File: config.mk
export PLATFORM = sky130hd
export DESIGN_NAME = mem_bist_seq
export DESIGN_NICKNAME = d
export VERILOG_FILES = /design/src/rtl/mem_bist_seq.sv
export SDC_FILE = /design/constraint.sdc
export NUM_CORES = 1
export LEC_CHECK = 0
export ABC_AREA = 1
export CAP_MARGIN = 20
export CORE_MARGIN = 1
export CORE_UTILIZATION = 42
export CTS_CLUSTER_DIAMETER = 200
export DETAILED_ROUTE_END_ITERATION = 7
export HOLD_SLACK_MARGIN = 0.06
export PLACE_DENSITY = 0.69
export SETUP_SLACK_MARGIN = 0.5
export SYNTH_ARGS = -nofsm -noshare
export SYNTH_HDL_FRONTEND = slang
export SYNTH_SLANG_ARGS = --single-unit
export TNS_END_PERCENT = 50
File: constraint.sdc
create_clock -name clk -period 2.5 [get_ports clk]
set_input_delay 0.625 -clock clk [delete_from_list [all_inputs] [get_ports clk]]
set_output_delay 0.625 -clock clk [all_outputs]
set_load 0.1 [all_outputs]
File: src/rtl/mem_bist_seq.sv
// rtl/mem_bist_seq.sv - write/read-back memory test sequencer with pass/fail status
module mem_bist_seq #(
    parameter int ADDR_W = 5,
    parameter int DATA_W = 8,
    parameter int RD_LAT = 1,
    parameter int ERR_W  = 16
) (
    input  logic              clk,
    input  logic              rst_n,
    input  logic              start,
    input  logic [1:0]        mode,
    input  logic              rd_only,
    output logic [ADDR_W-1:0] mem_addr,
    output logic [DATA_W-1:0] mem_data_in,
    input  logic [DATA_W-1:0] mem_data_out,
    output logic              mem_read,
    output logic              mem_write,
    output logic              busy,
    output logic              done,
    output logic              pass,
    output logic [ERR_W-1:0]  err_count,
    output logic              first_err_valid,
    output logic [ADDR_W-1:0] first_err_addr
);

    localparam int LAT_W = (RD_LAT < 1) ? 1 : $clog2(RD_LAT + 1);
    localparam logic [LAT_W-1:0] LAT_LAST = LAT_W'(RD_LAT);
    localparam logic [ADDR_W-1:0] ADDR_LAST = '1;

    typedef enum logic [1:0] {
        S_IDLE,
        S_WRITE,
        S_READ,
        S_DONE
    } state_t;

    state_t            state;
    logic [1:0]        mode_q;
    logic [LAT_W-1:0]  lat_cnt;
    logic              rd_mismatch;

    // Expected memory contents for a given pattern and address.
    function automatic logic [DATA_W-1:0] pattern(input logic [1:0] m, input logic [ADDR_W-1:0] a);
        logic [DATA_W-1:0] p;
        case (m)
            2'b00:   p = DATA_W'(a);
            2'b01:   p = a[0] ? {(DATA_W/2){2'b10}} : {(DATA_W/2){2'b01}};
            2'b10:   p = ~DATA_W'(a);
            default: p = '1;
        endcase
        return p;
    endfunction

    // Compare the returned read data against the pattern for the current slot.
    always_comb begin
        rd_mismatch = (mem_data_out != pattern(mode_q, mem_addr));
    end

    // Sequencer FSM; every output is registered here.
    always_ff @(posedge clk) begin
        if (!rst_n) begin
            state           <= S_IDLE;
            mode_q          <= 2'b00;
            lat_cnt         <= '0;
            mem_addr        <= '0;
            mem_data_in     <= '0;
            mem_read        <= 1'b0;
            mem_write       <= 1'b0;
            busy            <= 1'b0;
            done            <= 1'b0;
            pass            <= 1'b0;
            err_count       <= '0;
            first_err_valid <= 1'b0;
            first_err_addr  <= '0;
        end else begin
            done <= 1'b0;
            case (state)
                S_IDLE: begin
                    mem_read  <= 1'b0;
                    mem_write <= 1'b0;
                    if (start) begin
                        mode_q          <= mode;
                        err_count       <= '0;
                        first_err_valid <= 1'b0;
                        first_err_addr  <= '0;
                        pass            <= 1'b0;
                        busy            <= 1'b1;
                        mem_addr        <= '0;
                        lat_cnt         <= '0;
                        if (rd_only) begin
                            state    <= S_READ;
                            mem_read <= 1'b1;
                        end else begin
                            state       <= S_WRITE;
                            mem_write   <= 1'b1;
                            mem_data_in <= pattern(mode, '0);
                        end
                    end
                end

                S_WRITE: begin
                    if (mem_addr == ADDR_LAST) begin
                        state       <= S_READ;
                        mem_write   <= 1'b0;
                        mem_data_in <= '0;
                        mem_read    <= 1'b1;
                        mem_addr    <= '0;
                        lat_cnt     <= '0;
                    end else begin
                        mem_addr    <= mem_addr + ADDR_W'(1);
                        mem_data_in <= pattern(mode_q, mem_addr + ADDR_W'(1));
                    end
                end

                S_READ: begin
                    if (lat_cnt == LAT_LAST) begin
                        lat_cnt <= '0;
                        if (rd_mismatch) begin
                            if (err_count != '1) begin
                                err_count <= err_count + ERR_W'(1);
                            end
                            if (!first_err_valid) begin
                                first_err_valid <= 1'b1;
                                first_err_addr  <= mem_addr;
                            end
                        end
                        if (mem_addr == ADDR_LAST) begin
                            state    <= S_DONE;
                            mem_read <= 1'b0;
                            mem_addr <= '0;
                            busy     <= 1'b0;
                            done     <= 1'b1;
                            // Fold in the final slot's result so pass is valid with done.
                            pass     <= !(first_err_valid || rd_mismatch);
                        end else begin
                            mem_addr <= mem_addr + ADDR_W'(1);
                        end
                    end else begin
                        lat_cnt <= lat_cnt + LAT_W'(1);
                    end
                end

                default: begin
                    state <= S_IDLE;
                end
            endcase
        end
    end

endmodule

; ---- Word level (Yosys, flattened, before mapping)
; Cells that the tools add are included.
[word_totals]
inputBits = 14
regBits = 45
wordCells = 103
[classes]
eq_ne = 16
addsub = 3
mux = 49
bitwise = 2
reduce_logical = 20
[op_table]
columns = cell, count
row1 = 2-to-1 mux 16 bit, 4
row2 = one-hot mux 8 bit (3 select lines), 2
row3 = 2-to-1 mux 8 bit, 5
row4 = one-hot mux 16 bit (2 select lines), 1
row5 = one-hot mux 8 bit (2 select lines), 2
row6 = 2-to-1 mux 5 bit, 6
row7 = adder 16 x 1 -> 16 bit (second input constant), 1
row8 = != test 16 bit (second input constant), 1
row9 = != test 2 bit (second input constant), 8
row10 = inverter 5 -> 8 bit, 2
row11 = AND reduction 4 bit, 4
row12 = 2-to-1 mux 1 bit, 15
row13 = one-hot mux 5 bit (3 select lines), 1
row14 = AND reduction 3 bit, 4
row15 = 2-to-1 mux 2 bit, 5
row16 = one-hot mux 5 bit (2 select lines), 1
row17 = AND reduction 5 bit, 2
row18 = != test 8 bit, 1
row19 = one-hot mux 1 bit (2 select lines), 4
row20 = equality test 2 x 1 -> 1 bit (second input constant), 3
row21 = logical NOT 2 bit, 3
row22 = one-hot mux 1 bit (3 select lines), 2
row23 = one-hot mux 2 bit (3 select lines), 1
row24 = adder 5 x 1 -> 5 bit (second input constant), 1
row25 = other kinds (8), 11

; ---- Longest topological paths before layout
; Gate-level depths: netlist of the first run.
[depth]
ltp_word = 8
depth_mapped = 15

; ---- Worst setup path after synthesis of the first run
; OpenSTA, ideal clock, no wires.
[synth_path]
path_type = reg2reg
start = register err_count[0]
end = register err_count[3]
path_stages_with_launch = 11
t_arrival_ps = 2492
setup_time_ps = 119
setup_slack_ps = -111
path_buffers = 2
required_ps = 2381
cell_sequence = dfxtp_1 ha_1 nand4_1 nor2_1 nand2_1 nor2_1 a21oi_1 buf_2 buf_4 a21oi_1 nor2_1
[synth_between]
elab_chain_len = 5
word_cells_on_any_way = 8
classes_between = add/sub (1) / eq/ne (2) / mux (4) / reduce/logical (1)
[synth_rtl]
columns = item, line_no
row1 = "start, declared", 21  ; output logic [ERR_W-1:0] err_count,
row2 = "start signal, assigned", 120  ; err_count <= err_count + ERR_W'(1);
row3 = adder 16 x 1 -> 16 bit, 120
row4 = 2-to-1 mux 16 bit, 119  ; if (err_count != '1) begin
row5 = 2-to-1 mux 16 bit, 118  ; if (rd_mismatch) begin
row6 = 2-to-1 mux 16 bit, 116  ; if (lat_cnt == LAT_LAST) begin
row7 = one-hot mux 16 bit (2 select lines), 77  ; case (state)
; Parallel ways exist; a longest one is shown, timed or not. The select of a mux whose other input is x is not followed.
; A chain may end at the register's enable or synchronous reset.

; ---- Final worst setup path of the first run
[layout_path]
start = input port mem_data_out[7]
end = register err_count[6]
[layout_between]
elab_chain_len = 3
[layout_rtl]
columns = item, line_no
row1 = "start, declared", 15  ; input logic [DATA_W-1:0] mem_data_out,
row2 = != test 8 bit, 56  ; rd_mismatch = (mem_data_out != pattern(mode_q, mem_addr));
row3 = != test 2 bit (no line), --
row4 = AND reduction 5 bit (no line), --
; Every way passes these cells.

==> impl_metrics.toml, run 1 <==
[floorplanning]
dieHeight_um = 82.2
dieArea_mm2 = 0.00676
rows = 28
fp.coreArea_mm2 = 0.00606
dieWidth_um = 82.2
io_pins = 54
start_util = 0.446

[synthesis]
synth_edf_count = 0
yosysUniqueCellTypes = 33
synth_area_per_cell_um2 = 6.27
synth-seq-area-share = 0.326
synth_ff_type = "dfxtp_1"
yosysWarnings = 0
async_flop_share = 0
syn_inst = 431
synth_nets = 452
yosysTopAreaCell = "dfxtp_1"
synthTopCellsByArea = "dfxtp_1 33%, nand2_1 14%, a21oi_1 8.9%"
synth_top_area_share = 0.326
syn_area_mm2 = 0.00270
ys_seq_elements = 44

[layout]
multi_input_area_mm2 = 0.00163
fillers = 589
drive_gt1_frac = 0.237
regArea_um2 = 930
syn2layout_area_growth_pct = 31.3
diodes = 0
fin_nets = 509

[placed_design]
dpl.hpwl_um = 4970
preCtsSetupSlack_ns = 0.139
io_buffers = 53
gp_congestion = 0.916

[timing]
hold_ws_ns = 0.477
tns_ns = 0
worst_slew_pin_slew_ns = 0.435
fin_worst_skew_ns = 0.00272
finalSetupViolCount = 0
max_freq_ghz = 0.533
grt_setup_unrepaired = "yes"
drv_slew = 0
setup_slack_ns = 0.625
finalCritPeriodShare = 0.750
fin_crit_ns = 1.88
slew-limit-headroom = 0.708
finalHoldViolCount = 0

[run]
maxCapViolations = 0

[setup_path]
cpMostUsedCell = "nand2_1"
cpMaxStageDelayCell = "clkdlybuf4s50_1"
max_stage_delay_ns = 0.48
cp_max_fo = 19
end_kind = "flop"
crit_buf_inv = 3
crit_type = "in2reg"
crit_family = "simple AND/OR/NAND/NOR gates"
critPathLaunchType = "primary input"
path_cells = "clkdlybuf4s50_1, inv_1, nand2_1, nand2_1, nor2_1, nand2_1, nor2_2, nand2_2, buf_12, nand2_1, nand2_1, nand2_1, nor2_1"
required_ns = 2.70
arrival_ns = 2.07

[status]
status = "completed"

[clock_network]
numCtsBuffers = 5
cts_buffer_depth = 2
ctsHoldBuffers = 0
path_clk_slew_ns = 0.08
cts_root_buf = "clkbuf_8"
clkSinkCount = 44
clk_latency_ns = 0.30
cts_max_level = 2
cts_tree = "built"

[global_routing]
grt_pass1_vias = 2598
antenna_found_initial = 0
grt_first_pass_wirelength_um = 11200
grt_overflow = 0
grt_usage = 0.212
grt_max_degree = 39

[drt]
avgRoutedWirePerCell_um = 12.9
firstDrtPassIters = 4
dr_total_vias = 2961
vias_per_cell = 5.25
wl_um = 7250
antenna_left = 0
drt_iter0_markers = 102
drcViolationCount = 0

[worst_hold_path]
min_path_type = "reg2reg"
[worst min-delay path, cell delays in order (launching register included)]
cell     delay (ns)
dfxtp_1        0.32
nand2_1        0.06
a21oi_1        0.05
[layout by cell type, fill, tap and decap left out, drive strengths merged, types with 2 or more instances in the layout]
master | Yosys | layout
nand2 | 98 | 98
buf | 11 | 55
nor2 | 52 | 52
inv | 51 | 51
a21oi | 49 | 49
nand3 | 48 | 48
dfxtp | 44 | 44
o21ai | 25 | 25
clkdlybuf4s50 | 0 | 12
nand4 | 7 | 7
nor3 | 7 | 7
ha | 7 | 7
clkbuf | 8 | 7
xor2 | 3 | 3
or2 | 3 | 3
o211ai | 3 | 3
nand3b | 2 | 2
a31oi | 2 | 2
a211oi | 2 | 2
nor4 | 2 | 2
clkinv | 1 | 2
[repair_timing]
action                     CTS  global route
buffers inserted             0             2
pin swaps                    0             1
setup endpoints to repair   21            33
gates resized for setup      3            33
cloned                       0             3
[synthesized netlist by cell type (all sizes together) (2+ instances only)]
master and instances:
nand3 48, or2 3, dfxtp 44, nor4 2, inv 51, clkbuf 8, buf 11, o211ai 3
a211oi 2, o21ai 25, xor2 3, nor2 52, nand3b 2, ha 7, a31oi 2, nor3 7
nand2 98, nand4 7, a21oi 49
[registers in the layout, indices dropped and copies added (netlist names)]
name	flops
err_count	16
mem_data_in	7
first_err_addr	5
mem_addr	5
mode_q	2
state	2
busy	1
done	1
first_err_valid	1
lat_cnt	1
mem_read	1
mem_write	1
pass	1
[layer usage]
metal	vias to the layer above	track usage	wire, µm
met3	13	0.0407	360
li1	1532	-	-
met4	0	0.0614	87
met5	-	0	0
met1	1337	0.242	3200
met2	79	0.398	3610
[kinds of logic (layout without fill, tap and decap cells)]
family,count (synthesis),in the layout,synth area share
and+or+nand+nor,219,219,0.346
AOI/OAI and AO/OA,87,87,0.175
buffers and inverters,71,129,0.111
DFF,44,44,0.326
adders and majority gates,7,7,0.0324
xor gates and xnor gates,3,3,0.00973
[stage by stage]
stage | instance area [µm²] | cells | utilization
global placement | 3270 | 551 | 0.540
CTS | 3390 | 559 | 0.560
finish | 3550 | 564 | 0.585
global route | 3550 | 564 | 0.585
detailed placement | 3270 | 551 | 0.540
floorplan | 2760 | 431 | -
[worst paths after layout]
check | endpoint | slack [ns] | depth (start not counted) | start
worst max-delay path | err_count[6]$_SDFFE_PN0P_ | 0.62 | 13 | mem_data_out[7]
worst min-delay path | busy$_SDFFE_PN0P_ | 0.48 | 2 | busy$_SDFFE_PN0P_
worst max register to register | mem_read$_SDFFE_PN0P_ | 0.65 | 10 | mem_addr[0]$_SDFFE_PN0P_
worst min register to register | busy$_SDFFE_PN0P_ | 0.48 | 2 | busy$_SDFFE_PN0P_
[layout make-up]
| cell class | count | share of cell area |
|---|---|---|
| tap | 75 | 0.0265 |
| sequential | 44 | 0.262 |
| clock inverter | 2 | 0.00988 |
| timing repair buffer | 69 | 0.166 |
| inverter | 52 | 0.0550 |
| clock buffer | 6 | 0.0205 |
| multi-input combinational | 316 | 0.460 |
Power of run 1 is not shown: default switching activity piles up to over one toggle a cycle in this logic, so the estimate is an artifact.
==> inputs of run 2 (changes only) <==
--- a/config.mk
+++ b/config.mk
@@ -12,7 +12,7 @@
 export CTS_CLUSTER_DIAMETER = 200
 export DETAILED_ROUTE_END_ITERATION = 7
 export HOLD_SLACK_MARGIN = 0.06
-export PLACE_DENSITY = 0.69
+export PLACE_DENSITY = 0.72
 export SETUP_SLACK_MARGIN = 0.5
 export SYNTH_ARGS = -nofsm -noshare
 export SYNTH_HDL_FRONTEND = slang
==> constraint.sdc (replaced) <==
create_clock -name clk -period 1.54 [get_ports clk]
set_input_delay 0.385 -clock clk [delete_from_list [all_inputs] [get_ports clk]]
set_output_delay 0.385 -clock clk [all_outputs]
set_load 0.1 [all_outputs]
==> impl_metrics.toml, run 2 (same netlist as run 1, synthesis figures left out) <==
[clock_network]
clk_latency_ns = 0.31
clkSinkCount = 44
cts_buffer_depth = 2
cts_max_level = 2
cts_root_buf = "clkbuf_8"
numCtsBuffers = 5
cts_tree = "built"
path_clk_slew_ns = 0.10
ctsHoldBuffers = 0

[setup_path]
critPathLaunchType = "flop"
path_cells = "buf_12, buf_4, o21ai_0, nand2_1, nand3_1, nand2_1, nand2_1, nor2_2, nand2_2, buf_12, buf_4, nand3_1, nand2_1, nor2_1"
crit_buf_inv = 4
cpMaxStageDelayCell = "dfxtp_2"
arrival_ns = 2.32
required_ns = 1.75
crit_type = "reg2reg"
cpMostUsedCell = "nand2_1"
end_kind = "flop"
max_stage_delay_ns = 0.34
crit_family = "simple AND/OR/NAND/NOR gates"
cp_max_fo = 10

[layout]
drive_gt1_frac = 0.523
finalInstanceArea_mm2 = 0.00537
syn2layout_area_growth_pct = 98.8
diodes = 0
top_register = "err_count"
final_common_cell = "nand2_1"
final_cell_mix = "83 x nand2_1, 62 x buf_4, 44 x buf_12"
largest_reg_flops = 16
reg_top3 = "err_count (16), mem_data_in (7)"
fin_nets = 592

[floorplanning]
dieWidth_um = 82.2
dieHeight_um = 82.2
fp.coreArea_mm2 = 0.00606
dieArea_mm2 = 0.00676
rows = 28
io_pins = 54
start_util = 0.446

[timing]
fin_worst_skew_ns = 0.0118
setup_slack_ns = -0.573
hold_ws_ns = 0.509
finalCritPeriodShare = 1.37
slew-limit-headroom = 0.743
max_freq_ghz = 0.473
grt_setup_unrepaired = "yes"
drv_slew = 0
finalHoldViolCount = 0
worst_slew_pin_slew_ns = 0.381
fin_crit_ns = 2.11
finalSetupViolCount = 43

[global_routing]
grt_max_degree = 29
grt_first_pass_wirelength_um = 16000
grt_pass1_vias = 3506
antenna_found_initial = 0
grt_overflow = 0
grt_usage = 0.306

[placed_design]
gp_congestion = 0.933
place_area_mm2 = 0.00458
io_buffers = 53
dpl.hpwl_um = 6350

[drt]
drt_iter0_markers = 473
dr_total_vias = 3896
antenna_left = 0
firstDrtPassIters = 8
wl_um = 12600
avgRoutedWirePerCell_um = 19.4
drcViolationCount = 0
vias_per_cell = 6.02

[run]
maxCapViolations = 0

[status]
violations = "setup timing"
status = "finished, violations left"

[worst_hold_path]
min_path_type = "reg2reg"
-- run 2: metal layers --
metal  global-route usage  wire, µm  part of all wire
met5                    0         0                 0
met1                0.347      4690              0.37
met2                0.546      6060              0.48
met4                0.167       842             0.067
met3               0.0484       960             0.076
-- run 2: what timing repair did --
action,CTS,global route
gates resized for setup,84,57
setup buffers,5,14
endpoints found under the setup margin,84,84
gates cloned,0,1
pin swaps,11,30
-- run 2: cell type report --
| class | instances | area [µm²] |
|---|---|---|
| well taps | 75 | 93.8 |
| inverters | 52 | 210 |
| multi-input cells | 316 | 2100 |
| fillers | 248 | 689 |
| flip-flops and latches | 44 | 976 |
| clock inverters | 1 | 30.0 |
| repair buffers | 152 | 1860 |
| clock buffers | 7 | 96.3 |
-- run 2: per-stage QoR --
stage	util	TNS, ns	setup WS, ns	instances
floorplan	-	-7.47	-0.378	431
global placement	0.756	-11.36	-0.392	619
detailed placement	0.756	-13.25	-0.482	619
CTS	0.825	-4.67	-0.234	632
global route	0.886	-18.56	-0.717	647
finish	0.886	-14.76	-0.573	647
-- run 2: final timing paths --
kind	from	to	slack, ns	cells after the start
setup / recovery	mode_q[1]$_SDFFE_PN0P_	err_count[1]$_SDFFE_PN0P_	-0.57	14
hold / removal	busy$_SDFFE_PN0P_	busy$_SDFFE_PN0P_	0.51	2
setup reg to reg	mode_q[1]$_SDFFE_PN0P_	err_count[1]$_SDFFE_PN0P_	-0.57	14
hold reg to reg	busy$_SDFFE_PN0P_	busy$_SDFFE_PN0P_	0.51	2
-- run 2: tightest hold or removal path, delay by kind of cell (launching register included) --
family	cells	cell delay (ns)
flip-flops	1	0.35
AND/OR/NAND/NOR	1	0.07
AO/OA/AOI/OAI	1	0.05
Power of run 2 is left out for the same reason.
==> inputs of run 3 (changes only) <==
--- a/config.mk
+++ b/config.mk
@@ -7,7 +7,7 @@
 export LEC_CHECK = 0
 export ABC_AREA = 1
 export CAP_MARGIN = 20
-export CORE_MARGIN = 1
+export CORE_MARGIN = 4
 export CORE_UTILIZATION = 42
 export CTS_CLUSTER_DIAMETER = 200
 export DETAILED_ROUTE_END_ITERATION = 7
==> impl_metrics.toml, run 3 (same netlist as run 1, synthesis figures left out) <==
[placed_design]
dp_cells = 623
io_buffers = 53
gp_congestion = 0.925
dpl.hpwl_um = 6530

[drt]
avgRoutedWirePerCell_um = 22.4
antenna_left = 0
drt_iter0_markers = 477
drcViolationCount = 0
vias_per_cell = 6.35
firstDrtPassIters = 5
wl_um = 14800
dr_total_vias = 4206

[timing]
finalCritPeriodShare = 1.31
finalSetupViolCount = 42
worst_slew_pin_slew_ns = 0.381
slew-limit-headroom = 0.744
fin_crit_ns = 2.02
max_freq_ghz = 0.495
setup_slack_ns = -0.479
tns_ns = -12.99
grt_setup_unrepaired = "yes"
fin_worst_skew_ns = 0.0118
finalHoldViolCount = 0
drv_slew = 0
hold_ws_ns = 0.539

[clock_network]
cts_max_level = 2
clkSinkCount = 44
numCtsBuffers = 5
path_clk_slew_ns = 0.09
cts_tree = "built"
cts_buffer_depth = 2
clk_latency_ns = 0.31
cts_root_buf = "clkbuf_8"

[global_routing]
grt_usage = 0.307
grt_pass1_vias = 3866
gr-max-usage-layer = "met2"
grt_max_degree = 21
use_met3 = 0.0546
grtUsageMet1 = 0.340
met2_usage = 0.546
grt_overflow = 0
antenna_found_initial = 0
grt_first_pass_wirelength_um = 18700

[layout]
largest_reg_flops = 16
regArea_um2 = 968
syn2layout_area_growth_pct = 110
final_common_cell = "nand2_1"
top_register = "err_count"
multi_input_area_mm2 = 0.00223
utilization = 0.932
fin_nets = 607
final_cell_mix = "78 x nand2_1, 64 x buf_4, 45 x buf_12"
reg_top3 = "err_count (16), mem_data_in (7)"
diodes = 0
fin_cells = 662
fillers = 192
drive_gt1_frac = 0.550

[setup_path]
crit_type = "reg2reg"
end_kind = "flop"
arrival_ns = 2.27
cp_max_fo = 4
critPathLaunchType = "flop"
reg2reg_depth = 11
required_ns = 1.79

[floorplanning]
dieWidth_um = 88.2
dieArea_mm2 = 0.00778
rows = 28
io_pins = 54
start_util = 0.443
dieHeight_um = 88.2
fp.coreArea_mm2 = 0.00610

[worst_hold_path]
min_path_type = "reg2reg"
hold_depth = 2

[status]
violations = "setup timing"
status = "finished, violations left"

[run]
maxCapViolations = 0
run 3: cell types whose count changed in the layout (fill, tap and decap cells not counted), moves of 5 or more:
cell	change
nand3_1	-8
dfxtp_1	+8
nand3_4	+6
dfxtp_2	-9
nor2_1	-5
buf_6	+9
nand2_1	-5
nand2_2	+5
run 3: final timing paths:
check	end	from	slack (ns)
worst min-delay path	first_err_addr[4]$_SDFFE_PN0P_	first_err_addr[4]$_SDFFE_PN0P_	0.54
worst max register to register	err_count[11]$_SDFFE_PN0P_	err_count[1]$_SDFFE_PN0P_	-0.48
worst min register to register	first_err_addr[4]$_SDFFE_PN0P_	first_err_addr[4]$_SDFFE_PN0P_	0.54
worst max-delay path	err_count[11]$_SDFFE_PN0P_	err_count[1]$_SDFFE_PN0P_	-0.48
run 3: cell type report:
class / count / share of cell area
repair buffers: 167 / 0.366
clock inverters: 2 / 0.00176
clock buffers: 6 / 0.0145
multi-input cells: 316 / 0.392
well taps: 75 / 0.0165
inverters: 52 / 0.0383
flip-flops and latches: 44 / 0.171
run 3: critical path, cell delays in order (launching register included):
cell	delay, ns
dfxtp_4	0.38
buf_6	0.12
nand2_1	0.06
nor2_1	0.14
nand3_1	0.20
nor2_4	0.21
inv_1	0.11
o21ai_0	0.26
nand3_1	0.18
nand3_4	0.13
nand2_2	0.06
nor2_1	0.10
run 3: through the flow:
stage	worst slack [ns]	area, µm²
after floorplan	-0.378	3090
after global placement	-0.469	4590
after detailed placement	-0.592	4590
after CTS	-0.207	5240
after global routing	-0.556	5680
final	-0.479	5680
run 3: repair_timing:
item / in CTS / in global routing
cloned: 2 / 2
resized for setup: 88 / 85
endpoints found under the setup margin: 84 / 84
buffers inserted: 22 / 5
hold buffers: 0 / 0
pin swaps: 19 / 38
run 3: layer usage:
layer / wire, µm / share of wire
met4: 1320 / 0.089
met2: 6810 / 0.46
met5: 0 / 0
met3: 1460 / 0.099
met1: 5240 / 0.35
Power of run 3 is left out for the same reason.
